`src/rtl/id_ex_pipe_reg_pkg.sv`:
```
// Shared ID/EX pipeline constants: operand and address widths, control field widths,
// and bit positions of the packed EX control field.
package id_ex_pipe_reg_pkg;

    localparam int DATA_W      = 32;
    localparam int PC_W        = 30;
    localparam int RA_W        = 5;
    localparam int WB_W        = 2;
    localparam int M_W         = 3;
    localparam int ALUOP_W     = 2;
    localparam int EX_W        = ALUOP_W + 2;

    localparam int REGDST_BIT  = 0;
    localparam int ALUSRC_BIT  = 1;
    localparam int ALUOP_LSB   = 2;
    localparam int MEMREAD_BIT = 1;

endpackage

```
`src/rtl/id_ex_pipe_reg_if.sv`:
```
// Decode-to-EX bundle: decode-side inputs, registered EX-side outputs and stall/flush controls.
// slave = the pipeline register, master = whoever drives decode and consumes EX.
import id_ex_pipe_reg_pkg::*;

interface id_ex_pipe_reg_if #(
    parameter int DATA_W  = id_ex_pipe_reg_pkg::DATA_W,
    parameter int PC_W    = id_ex_pipe_reg_pkg::PC_W,
    parameter int RA_W    = id_ex_pipe_reg_pkg::RA_W,
    parameter int WB_W    = id_ex_pipe_reg_pkg::WB_W,
    parameter int M_W     = id_ex_pipe_reg_pkg::M_W,
    parameter int ALUOP_W = id_ex_pipe_reg_pkg::ALUOP_W
);
    logic                 id_valid;
    logic                 stall_in;
    logic                 flush_in;
    logic [PC_W-1:0]      PC_4_;
    logic [DATA_W-1:0]    ReadData1_;
    logic [DATA_W-1:0]    ReadData2_;
    logic [DATA_W-1:0]    extended_offset_;
    logic [RA_W-1:0]      rs_;
    logic [RA_W-1:0]      WriteChoice1_;
    logic [RA_W-1:0]      WriteChoice2_;
    logic [WB_W-1:0]      WB_;
    logic [M_W-1:0]       M_;
    logic [ALUOP_W+1:0]   EX_;

    logic                 valid;
    logic [PC_W-1:0]      PC_4;
    logic [DATA_W-1:0]    ReadData1;
    logic [DATA_W-1:0]    ReadData2;
    logic [DATA_W-1:0]    extended_offset;
    logic [RA_W-1:0]      WriteChoice1;
    logic [RA_W-1:0]      WriteChoice2;
    logic [WB_W-1:0]      WB;
    logic [M_W-1:0]       M;
    logic                 RegDst;
    logic                 ALUSrc;
    logic [ALUOP_W-1:0]   ALUOp;
    logic                 hazard_stall;
    logic                 stall_out;

    modport slave (
        input  id_valid, stall_in, flush_in, PC_4_, ReadData1_, ReadData2_, extended_offset_,
               rs_, WriteChoice1_, WriteChoice2_, WB_, M_, EX_,
        output valid, PC_4, ReadData1, ReadData2, extended_offset, WriteChoice1, WriteChoice2,
               WB, M, RegDst, ALUSrc, ALUOp, hazard_stall, stall_out
    );

    modport master (
        output id_valid, stall_in, flush_in, PC_4_, ReadData1_, ReadData2_, extended_offset_,
               rs_, WriteChoice1_, WriteChoice2_, WB_, M_, EX_,
        input  valid, PC_4, ReadData1, ReadData2, extended_offset, WriteChoice1, WriteChoice2,
               WB, M, RegDst, ALUSrc, ALUOp, hazard_stall, stall_out
    );

endinterface

```
`src/rtl/hazard_detect_lu.sv`:
```
// Load-use comparator: flags a load in the producer stage whose destination feeds the consumer.
// Purely combinational; register 0 never matches, and a flush suppresses the request.
module hazard_detect_lu #(
    parameter int RA_W = 5
) (
    input  logic            prod_valid,
    input  logic            prod_memread,
    input  logic [RA_W-1:0] prod_rt,
    input  logic            cons_valid,
    input  logic [RA_W-1:0] cons_rs,
    input  logic [RA_W-1:0] cons_rt,
    input  logic            flush,
    output logic            hazard
);

    always_comb begin
        hazard = prod_valid & prod_memread & (prod_rt != '0) & cons_valid &
                 ((prod_rt == cons_rs) | (prod_rt == cons_rt)) & ~flush;
    end

endmodule

```
`src/rtl/id_ex_pipe_reg.sv`:
```
// ID/EX pipeline register with valid bit, stall hold, branch flush and load-use bubble insertion.
// Every field has 1-cycle latency; hazard_stall/stall_out are combinational from EX state and decode.
import id_ex_pipe_reg_pkg::*;

module id_ex_pipe_reg #(
    parameter int DATA_W      = id_ex_pipe_reg_pkg::DATA_W,
    parameter int PC_W        = id_ex_pipe_reg_pkg::PC_W,
    parameter int RA_W        = id_ex_pipe_reg_pkg::RA_W,
    parameter int WB_W        = id_ex_pipe_reg_pkg::WB_W,
    parameter int M_W         = id_ex_pipe_reg_pkg::M_W,
    parameter int ALUOP_W     = id_ex_pipe_reg_pkg::ALUOP_W,
    parameter int MEMREAD_BIT = id_ex_pipe_reg_pkg::MEMREAD_BIT
) (
    input  logic                  clk,
    input  logic                  rst_n,
    id_ex_pipe_reg_if.slave       io
);

    logic                valid_q,  valid_d;
    logic [PC_W-1:0]     pc_4_q,   pc_4_d;
    logic [DATA_W-1:0]   rd1_q,    rd1_d;
    logic [DATA_W-1:0]   rd2_q,    rd2_d;
    logic [DATA_W-1:0]   ext_q,    ext_d;
    logic [RA_W-1:0]     wc1_q,    wc1_d;
    logic [RA_W-1:0]     wc2_q,    wc2_d;
    logic [WB_W-1:0]     wb_q,     wb_d;
    logic [M_W-1:0]      m_q,      m_d;
    logic [ALUOP_W+1:0]  ex_q,     ex_d;
    logic                hazard;

    hazard_detect_lu #(.RA_W(RA_W)) u_hazard (
        .prod_valid   (valid_q),
        .prod_memread (m_q[MEMREAD_BIT]),
        .prod_rt      (wc1_q),
        .cons_valid   (io.id_valid),
        .cons_rs      (io.rs_),
        .cons_rt      (io.WriteChoice1_),
        .flush        (io.flush_in),
        .hazard       (hazard)
    );

    always_comb begin
        valid_d = valid_q;
        pc_4_d  = pc_4_q;
        rd1_d   = rd1_q;
        rd2_d   = rd2_q;
        ext_d   = ext_q;
        wc1_d   = wc1_q;
        wc2_d   = wc2_q;
        wb_d    = wb_q;
        m_d     = m_q;
        ex_d    = ex_q;
        // Flush and bubble both kill the control bits so the dead slot cannot write state.
        if (io.flush_in || (!io.stall_in && hazard)) begin
            valid_d = 1'b0;
            wb_d    = '0;
            m_d     = '0;
            ex_d    = '0;
        end else if (!io.stall_in) begin
            valid_d = io.id_valid;
            pc_4_d  = io.PC_4_;
            rd1_d   = io.ReadData1_;
            rd2_d   = io.ReadData2_;
            ext_d   = io.extended_offset_;
            wc1_d   = io.WriteChoice1_;
            wc2_d   = io.WriteChoice2_;
            wb_d    = io.id_valid ? io.WB_ : '0;
            m_d     = io.id_valid ? io.M_  : '0;
            ex_d    = io.id_valid ? io.EX_ : '0;
        end
    end

    always_ff @(posedge clk or negedge rst_n) begin
        if (!rst_n) begin
            valid_q <= 1'b0;
            pc_4_q  <= '0;
            rd1_q   <= '0;
            rd2_q   <= '0;
            ext_q   <= '0;
            wc1_q   <= '0;
            wc2_q   <= '0;
            wb_q    <= '0;
            m_q     <= '0;
            ex_q    <= '0;
        end else begin
            valid_q <= valid_d;
            pc_4_q  <= pc_4_d;
            rd1_q   <= rd1_d;
            rd2_q   <= rd2_d;
            ext_q   <= ext_d;
            wc1_q   <= wc1_d;
            wc2_q   <= wc2_d;
            wb_q    <= wb_d;
            m_q     <= m_d;
            ex_q    <= ex_d;
        end
    end

    assign io.valid           = valid_q;
    assign io.PC_4            = pc_4_q;
    assign io.ReadData1       = rd1_q;
    assign io.ReadData2       = rd2_q;
    assign io.extended_offset = ext_q;
    assign io.WriteChoice1    = wc1_q;
    assign io.WriteChoice2    = wc2_q;
    assign io.WB              = wb_q;
    assign io.M               = m_q;
    assign io.RegDst          = ex_q[REGDST_BIT];
    assign io.ALUSrc          = ex_q[ALUSRC_BIT];
    assign io.ALUOp           = ex_q[ALUOP_LSB +: ALUOP_W];
    assign io.hazard_stall    = hazard;
    assign io.stall_out       = hazard | io.stall_in;

endmodule

```
`src/flat_wrapper.sv`:
```
// flat-port wrapper written by rule: the top's interface ports become plain ports
module id_ex_pipe_reg_flat 
#(
    parameter int DATA_W      = id_ex_pipe_reg_pkg::DATA_W,
    parameter int PC_W        = id_ex_pipe_reg_pkg::PC_W,
    parameter int RA_W        = id_ex_pipe_reg_pkg::RA_W,
    parameter int WB_W        = id_ex_pipe_reg_pkg::WB_W,
    parameter int M_W         = id_ex_pipe_reg_pkg::M_W,
    parameter int ALUOP_W     = id_ex_pipe_reg_pkg::ALUOP_W,
    parameter int MEMREAD_BIT = id_ex_pipe_reg_pkg::MEMREAD_BIT
)
  (clk, rst_n, io_id_valid, io_stall_in, io_flush_in, io_PC_4_, io_ReadData1_, io_ReadData2_, io_extended_offset_, io_rs_, io_WriteChoice1_, io_WriteChoice2_, io_WB_, io_M_, io_EX_, io_valid, io_PC_4, io_ReadData1, io_ReadData2, io_extended_offset, io_WriteChoice1, io_WriteChoice2, io_WB, io_M, io_RegDst, io_ALUSrc, io_ALUOp, io_hazard_stall, io_stall_out);
  id_ex_pipe_reg_if #(.DATA_W(DATA_W), .PC_W(PC_W), .RA_W(RA_W), .WB_W(WB_W), .M_W(M_W), .ALUOP_W(ALUOP_W)) io_i ();
  input  logic clk;
  input  logic rst_n;
  input wire logic [$bits(io_i.id_valid)-1:0] io_id_valid;
  input wire logic [$bits(io_i.stall_in)-1:0] io_stall_in;
  input wire logic [$bits(io_i.flush_in)-1:0] io_flush_in;
  input wire logic [$bits(io_i.PC_4_)-1:0] io_PC_4_;
  input wire logic [$bits(io_i.ReadData1_)-1:0] io_ReadData1_;
  input wire logic [$bits(io_i.ReadData2_)-1:0] io_ReadData2_;
  input wire logic [$bits(io_i.extended_offset_)-1:0] io_extended_offset_;
  input wire logic [$bits(io_i.rs_)-1:0] io_rs_;
  input wire logic [$bits(io_i.WriteChoice1_)-1:0] io_WriteChoice1_;
  input wire logic [$bits(io_i.WriteChoice2_)-1:0] io_WriteChoice2_;
  input wire logic [$bits(io_i.WB_)-1:0] io_WB_;
  input wire logic [$bits(io_i.M_)-1:0] io_M_;
  input wire logic [$bits(io_i.EX_)-1:0] io_EX_;
  output wire logic [$bits(io_i.valid)-1:0] io_valid;
  output wire logic [$bits(io_i.PC_4)-1:0] io_PC_4;
  output wire logic [$bits(io_i.ReadData1)-1:0] io_ReadData1;
  output wire logic [$bits(io_i.ReadData2)-1:0] io_ReadData2;
  output wire logic [$bits(io_i.extended_offset)-1:0] io_extended_offset;
  output wire logic [$bits(io_i.WriteChoice1)-1:0] io_WriteChoice1;
  output wire logic [$bits(io_i.WriteChoice2)-1:0] io_WriteChoice2;
  output wire logic [$bits(io_i.WB)-1:0] io_WB;
  output wire logic [$bits(io_i.M)-1:0] io_M;
  output wire logic [$bits(io_i.RegDst)-1:0] io_RegDst;
  output wire logic [$bits(io_i.ALUSrc)-1:0] io_ALUSrc;
  output wire logic [$bits(io_i.ALUOp)-1:0] io_ALUOp;
  output wire logic [$bits(io_i.hazard_stall)-1:0] io_hazard_stall;
  output wire logic [$bits(io_i.stall_out)-1:0] io_stall_out;
  assign io_i.id_valid = io_id_valid;
  assign io_i.stall_in = io_stall_in;
  assign io_i.flush_in = io_flush_in;
  assign io_i.PC_4_ = io_PC_4_;
  assign io_i.ReadData1_ = io_ReadData1_;
  assign io_i.ReadData2_ = io_ReadData2_;
  assign io_i.extended_offset_ = io_extended_offset_;
  assign io_i.rs_ = io_rs_;
  assign io_i.WriteChoice1_ = io_WriteChoice1_;
  assign io_i.WriteChoice2_ = io_WriteChoice2_;
  assign io_i.WB_ = io_WB_;
  assign io_i.M_ = io_M_;
  assign io_i.EX_ = io_EX_;
  assign io_valid = io_i.valid;
  assign io_PC_4 = io_i.PC_4;
  assign io_ReadData1 = io_i.ReadData1;
  assign io_ReadData2 = io_i.ReadData2;
  assign io_extended_offset = io_i.extended_offset;
  assign io_WriteChoice1 = io_i.WriteChoice1;
  assign io_WriteChoice2 = io_i.WriteChoice2;
  assign io_WB = io_i.WB;
  assign io_M = io_i.M;
  assign io_RegDst = io_i.RegDst;
  assign io_ALUSrc = io_i.ALUSrc;
  assign io_ALUOp = io_i.ALUOp;
  assign io_hazard_stall = io_i.hazard_stall;
  assign io_stall_out = io_i.stall_out;
  id_ex_pipe_reg #(.DATA_W(DATA_W), .PC_W(PC_W), .RA_W(RA_W), .WB_W(WB_W), .M_W(M_W), .ALUOP_W(ALUOP_W), .MEMREAD_BIT(MEMREAD_BIT)) u_core (.clk(clk), .rst_n(rst_n), .io(io_i));
endmodule
```
`config.mk`:
```
export PLATFORM = sky130hd
export DESIGN_NAME = id_ex_pipe_reg_flat
export DESIGN_NICKNAME = d
export VERILOG_FILES = /design/src/rtl/id_ex_pipe_reg_pkg.sv /design/src/rtl/id_ex_pipe_reg_if.sv /design/src/rtl/hazard_detect_lu.sv /design/src/rtl/id_ex_pipe_reg.sv /design/src/flat_wrapper.sv
export SDC_FILE = /design/constraint.sdc
export NUM_CORES = 1
export LEC_CHECK = 0
export ABC_AREA = 1
export CELL_PAD_IN_SITES_DETAIL_PLACEMENT = 2
export CELL_PAD_IN_SITES_GLOBAL_PLACEMENT = 2
export CORE_ASPECT_RATIO = 1.4
export CORE_MARGIN = 2
export CORE_UTILIZATION = 24
export DETAILED_ROUTE_END_ITERATION = 6
export HOLD_SLACK_MARGIN = 0.02
export PLACE_DENSITY_LB_ADDON = 0.1
export SYNTH_ARGS = -nofsm -noshare
export SYNTH_HDL_FRONTEND = slang
export SYNTH_SLANG_ARGS = --single-unit
export TNS_END_PERCENT = 30
```
`constraint.sdc`:
```
create_clock -name clk -period 2.45 [get_ports clk]
set_input_delay 0.49 -clock clk [delete_from_list [all_inputs] [get_ports clk]]
set_output_delay 0.49 -clock clk [all_outputs]
set_load 0.05 [all_outputs]
```
# After elaboration in Yosys (flattened, before gate mapping)
# Cells that the tools add are included.
totals:
  regBits: 146
  word_cells: 39
op_classes:
  n_eq_ne: 3
  n_mux: 11
  n_bitwise: 10
  reduce_logical: 5
ops:
  columns: ["cell", "n"]
  rows:
  - ["two-way mux 4 bit", 3]
  - ["equality test 5 bit", 2]
  - ["two-way mux 3 bit", 3]
  - ["two-way mux 2 bit", 3]
  - ["bitwise AND 1 bit", 5]
  - ["nonzero test 5 bit", 1]
  - ["inverter 1 bit", 3]
  - ["two-way mux 1 bit", 2]
  - ["inequality test 2 x 1 -> 1 bit (second input constant)", 1]
  - ["OR 1 bit", 2]
  - ["AND reduction 2 bit", 1]
  - ["logical AND 1 bit", 1]
  - ["zero test 1 bit", 1]
  - ["logical OR 1 bit", 1]

# Depth between registers and ports, before layout
depth:
  word_depth: 9
  ltp_mapped: 13
  mapped_depth_nobuf: 10

# Cells and area by module
# From an unflattened synthesis, not the netlist that was laid out.
hier_totals:
  cells_unflattened: 684
  hier_area_um2: 5968.2
modules_own_cells:
  columns: ["module", "instances", "cells_each", "area_per_inst_um2"]
  rows:
  - ["id_ex_pipe_reg", 1, 637, 5761.8]
  - ["hazard_detect_lu", 1, 47, 206.4]

# Worst setup path after synthesis
# Ideal clock, no wire load.
synth_timing:
  path_kind: "register -> output"
  start: "reg u_core.wc1_q[3], in the netlist u_core.io.WriteChoice1[3]"
  end: "out io_stall_out"
  t_arrival_ns: 1.845
  required_ns: 1.960
  setup_slack_ns: 0.115
  stages_incl_launch_ff: 11
  path_cell_list: "dfrtp_1 > inv_1 > nand2_1 > nand2_1 > nor2_1 > nand3_1 > nand2_1 > nand2_1 > buf_2 > buf_2 > nand2_1"
synth_via:
  elab_chain_len: 6
  elab_cells_between_ends: 9
  cone_classes: "eq/ne: 2; bitwise: 6; reduce/logical: 1"
synth_lines:
  columns: ["element", "line_no", "text"]
  rows:
  - ["from (decl)", "id_ex_pipe_reg.sv:24", "logic [RA_W-1:0] wc1_q, wc1_d;"]
  - ["from (signal assigned)", "id_ex_pipe_reg.sv:91", "wc1_q <= wc1_d;"]
  - ["nonzero test 5 bit", "hazard_detect_lu.sv:17", "hazard = prod_valid & prod_memread & (prod_rt != '0) & cons_valid &"]
  - ["bitwise AND 1 bit (2 in a row)", "hazard_detect_lu.sv:17", null]
  - ["bitwise AND 1 bit *", "hazard_detect_lu.sv:17", null]
  - ["bitwise AND 1 bit *", "hazard_detect_lu.sv:18", "((prod_rt == cons_rs) | (prod_rt == cons_rt)) & ~flush;"]
  - ["OR 1 bit *", "id_ex_pipe_reg.sv:112", "assign io.stall_out = hazard | io.stall_in;"]
  - ["to (decl)", "flat_wrapper.sv:42", "output wire logic [$bits(io_i.stall_out)-1:0] io_stall_out;"]
# Mark *: on every way between the ends. The rest lies on a longest branch, timed or not.

# Final worst setup path
layout_timing:
  start: "in io_WriteChoice1_[4]"
  end: "out io_stall_out"
layout_via:
  elab_chain_len: 5
layout_lines:
  columns: ["element", "line_no", "text"]
  rows:
  - ["from (decl)", "flat_wrapper.sv:24", "input wire logic [$bits(io_i.WriteChoice1_)-1:0] io_WriteChoice1_;"]
  - ["equality test 5 bit", "hazard_detect_lu.sv:18", null]
  - ["OR 1 bit", "hazard_detect_lu.sv:18", null]
  - ["bitwise AND 1 bit", "hazard_detect_lu.sv:17", null]
  - ["bitwise AND 1 bit", "hazard_detect_lu.sv:18", null]
  - ["OR 1 bit", "id_ex_pipe_reg.sv:112", null]
# Every way passes these cells.

==> results.md <==
- Reg area: 0.003655 mm²
- Post-Syn Nets: 866
- Simple-gate share of the synthesized area: 34.98%
- R2r startpoint: u_core.io.WriteChoice1[1]$_DFFE_PN0P_
- Net Sw Power: 0.002859 W
- Synth area leaders: dfrtp_1, nand2_1, nand4_1
- Vias: roughly 6.2k
- RSZ-0062 raised after global routing: yes
- Synth Register Bits: 146
- Critical path data required time: roughly 2.0 ns
- Clk pwr share: between 30% and 40%
- Crit path DAT: 1.86 ns
- GRT Util Overall: 18.73%
- DRT iter0 DRCs: around 240
- Starting Density: 24.50%
- # IOs: approximately 300
- Flop pwr share: 34.3%
- Post-synth top area share: about three fifths
- Crit-path cells: clkdlybuf4s50_1 > inv_1 > nand2_1 > nand2_1 > nor2_1 > nand3_1 > nand2_1 > nand2_4 > nand2_2 > buf_12
- Clk Latency, worst-skew pair: between 0.4 and 0.5 ns
- Fillers: 2767
- Vias per inst: about 4.7
- Tmin final: 2.353 ns
- Worst-margin pin slew: 0.6004 ns
- Hold_sp: u_core.io.extended_offset[27]$_DFFE_PN0P_
- Worst Skew: 0.01143 ns
- Sink Count: around 150
- Asr flop ratio synth: between 90% and 100%
- Clk buf depth: 2
- Slew Limit Fails: 0
- Cell variety after synth: 14
- Status: completed
- Worst Setup Start Kind: input pin
- Total of max-cap violations: 0
- Setup Buffers After CTS: 0
- CP Max Fanout: 6
- Worst hold path depth: 2
- Drt first pass iters: 4
- Final Setup Violations: 0
- Root Driver: clkbuf_16
- Reg2reg path depth: 11
- Leak: 4.909 nW
- Number of enable flip-flop cells after synthesis: 0
- Multi-input gate area: 0.002225 mm²
- Internal: 0.005529 W
- Post-synth top cells: nand2_1, nand4_1, dfrtp_1
- Vias in the first global route: 6823
- Fmax: ~420 MHz
- Num rows: 69
- PwrDens: 811.7 mW/mm²
- Most common cell on crit path: nand2_1
- Initial antenna violation count: 3
- Area delta synth->final: 65.64%
- Type of the most critical hold path: reg2reg
- Sw frac: between 30% and 40%
- Largest family of logic cells by synthesized area: simple AND/OR/NAND/NOR gates
- Slew Limit Headroom: 59.85%
- Sequential area share after synthesis: 58.56%
- VDD IR max: 0.4899 mV
- Top-count cell post-synth: nand2_1
- # nets final: 1142
- Congestion Overflow GR: 0
- CP Capture Type: output pin
- Post-synthesis cell type with the largest combined area: dfrtp_1
- Residual DRC count: 0
- Share of layout cells above drive strength 1: 6.112%
- Final Hold Fails: 0
- Worst-path clk slew: 0.06 ns
- TritonCTS clock tree: yes
- Die area: 0.02732 mm²
- Largest net degree at the start of global routing: 79
- Post-synthesis mux area share: 0%
- Synthesized area per cell: between 8 and 9 µm²
- Slowest cell on the critical path: clkdlybuf4s50_1
- Fin area: just over 0.01 mm²
- CP peak stage delay: approximately 0.51 ns
- Synth Instances: around 700
- Combinational cell fraction of total power: 29.8%
- Final core occ: 40.57%
- R2R setup slack: 0.67 ns
- Crit Path Category: in2out
- Post-DP Area: 0.009649 mm²
- First-pass GRT wire length: 39.96 mm
- Worst Hold Path EP: u_core.io.extended_offset[27]$_DFFE_PN0P_
- WL final: ~25 mm
- Dpl hpwl: 17.00 mm
- Reg2reg end: u_core.io.ReadData1[15]$_DFFE_PN0P_
- Part of the cycle the worst path needs: between 90% and 100%
- Adder-cell share of the synthesized area: 0%
- Synth Flop Type: dfrtp_1
- Post-synthesis cell area: 0.006238 mm²
- XOR/XNOR share of the synthesized area: 0.2808%
- Global placement routability congestion: 0.7310
- DR WL/cell: 19.28 µm
- Synth Warn #: 0
- Area fraction in compound gates after synthesis: 0%
- Routed Antenna Nets: 0
- CTS H-tree depth: 4
- Port Buf Inserts: 302
- Core area: 0.02547 mm²
- Die Width: 140.3 µm
- Total CTS buffers: 17
- Die H: 194.8 µm
## final cells by class
class / count / area share [%]
inverter: 20 / 0.7749
antenna: 2 / 0.04843
clock inverter: 10 / 1.998
sequential: 146 / 35.37
multi-input combinational: 482 / 21.53
timing repair buffer: 320 / 32.00
clock buffer: 20 / 4.419
tap: 319 / 3.862
## power by group through the flow
stage | Combinational [W] | Sequential (W) | Clock (W)
finish | 0.00250 | 0.00287 | 0.00301
global route | 0.00265 | 0.00292 | 0.00320
CTS | 0.00254 | 0.00288 | 0.00311
detailed placement | 0.00253 | 0.00292 | 0
global placement | 0.00251 | 0.00290 | 0
floorplan | 0.000393 | 0.00392 | 0
## metrics by stage
step | setup slack [ns] | hold slack, ns | instances | power (W) | TNS (ns)
final | 0.09675 | 0.4704 | 1319 | 0.008388 | 0
after global routing | -0.01675 | 0.4938 | 1319 | 0.008760 | -0.01675
after CTS | 0.03825 | 0.4746 | 1317 | 0.008532 | 0
after detailed placement | 0.04249 | 0.4258 | 1286 | 0.005444 | 0
after global placement | 0.07535 | 0.4301 | 1286 | 0.005407 | 0
after floorplan | 0.1153 | 0.1944 | 711 | 0.004312 | 0
## layout by cell type (no fill, tap or decap), drive strengths merged, types with 2 or more instances in the layout
master	n
nand3	4
xnor2	2
buf	20
diode	2
nand4	147
clkinv	3
clkbuf	20
bufinv	6
nor2	11
clkdlybuf4s50	299
dfrtp	146
nand2	318
inv	20
## what timing repair did
action / in CTS / in global routing
hold buffers: 1 / 0
endpoints found under the hold margin: 35 / 0
endpoints found under the setup margin: 0 / 2
resized for setup: 0 / 4
## cells by family (layout without fill, tap and decap cells)
kind of cell  count (synthesis)  in the layout
xor+xnor                      2              2
flops                       146            146
other cells                   0              2
buf+inv                      83            370
simple gates                480            480
## sequential cells by signal, summed over array words and instances, names as in the netlist
name and count:
u_core.io.ReadData1 32, u_core.io.ReadData2 32, u_core.io.extended_offset 32, u_core.io.PC_4 30
u_core.io.WriteChoice1 5, u_core.io.WriteChoice2 5, u_core.ex_q 4, u_core.io.M 3
u_core.io.WB 2, u_core.io.valid 1
## worst max path at each step
stage / from / endpoint / slack [ns] / depth (start not counted)
6_report: io_WriteChoice1_[4] / io_stall_out / 0.1 / 10
5_1_grt: io_WriteChoice1_[4] / io_stall_out / -0.02 / 10
4_1_cts: io_WriteChoice1_[4] / io_stall_out / 0.04 / 10
3_5_place_dp: io_WriteChoice1_[4] / io_stall_out / 0.04 / 10
3_3_place_gp: io_rs_[0] / io_stall_out / 0.08 / 10
2_1_floorplan: u_core.io.WriteChoice1[3]$_DFFE_PN0P_ / io_stall_out / 0.12 / 10
## routing by layer
layer / up-vias / share of wire [%] / global-route usage, %
li1: 2929 / - / -
met1: 3101 / 41 / 22.80
met2: 187 / 51 / 31.86
met3: 19 / 6.8 / 5.913
met4: 0 / 1.4 / 5.200
met5: - / 0 / 0
## worst max-delay path, delay by kind of cell
| kind | cells | cell delay [ns] |
|---|---|---|
| buf+inv | 3 | 0.70 |
| simple gates | 7 | 0.66 |
Power figures use the tool's default switching activity.
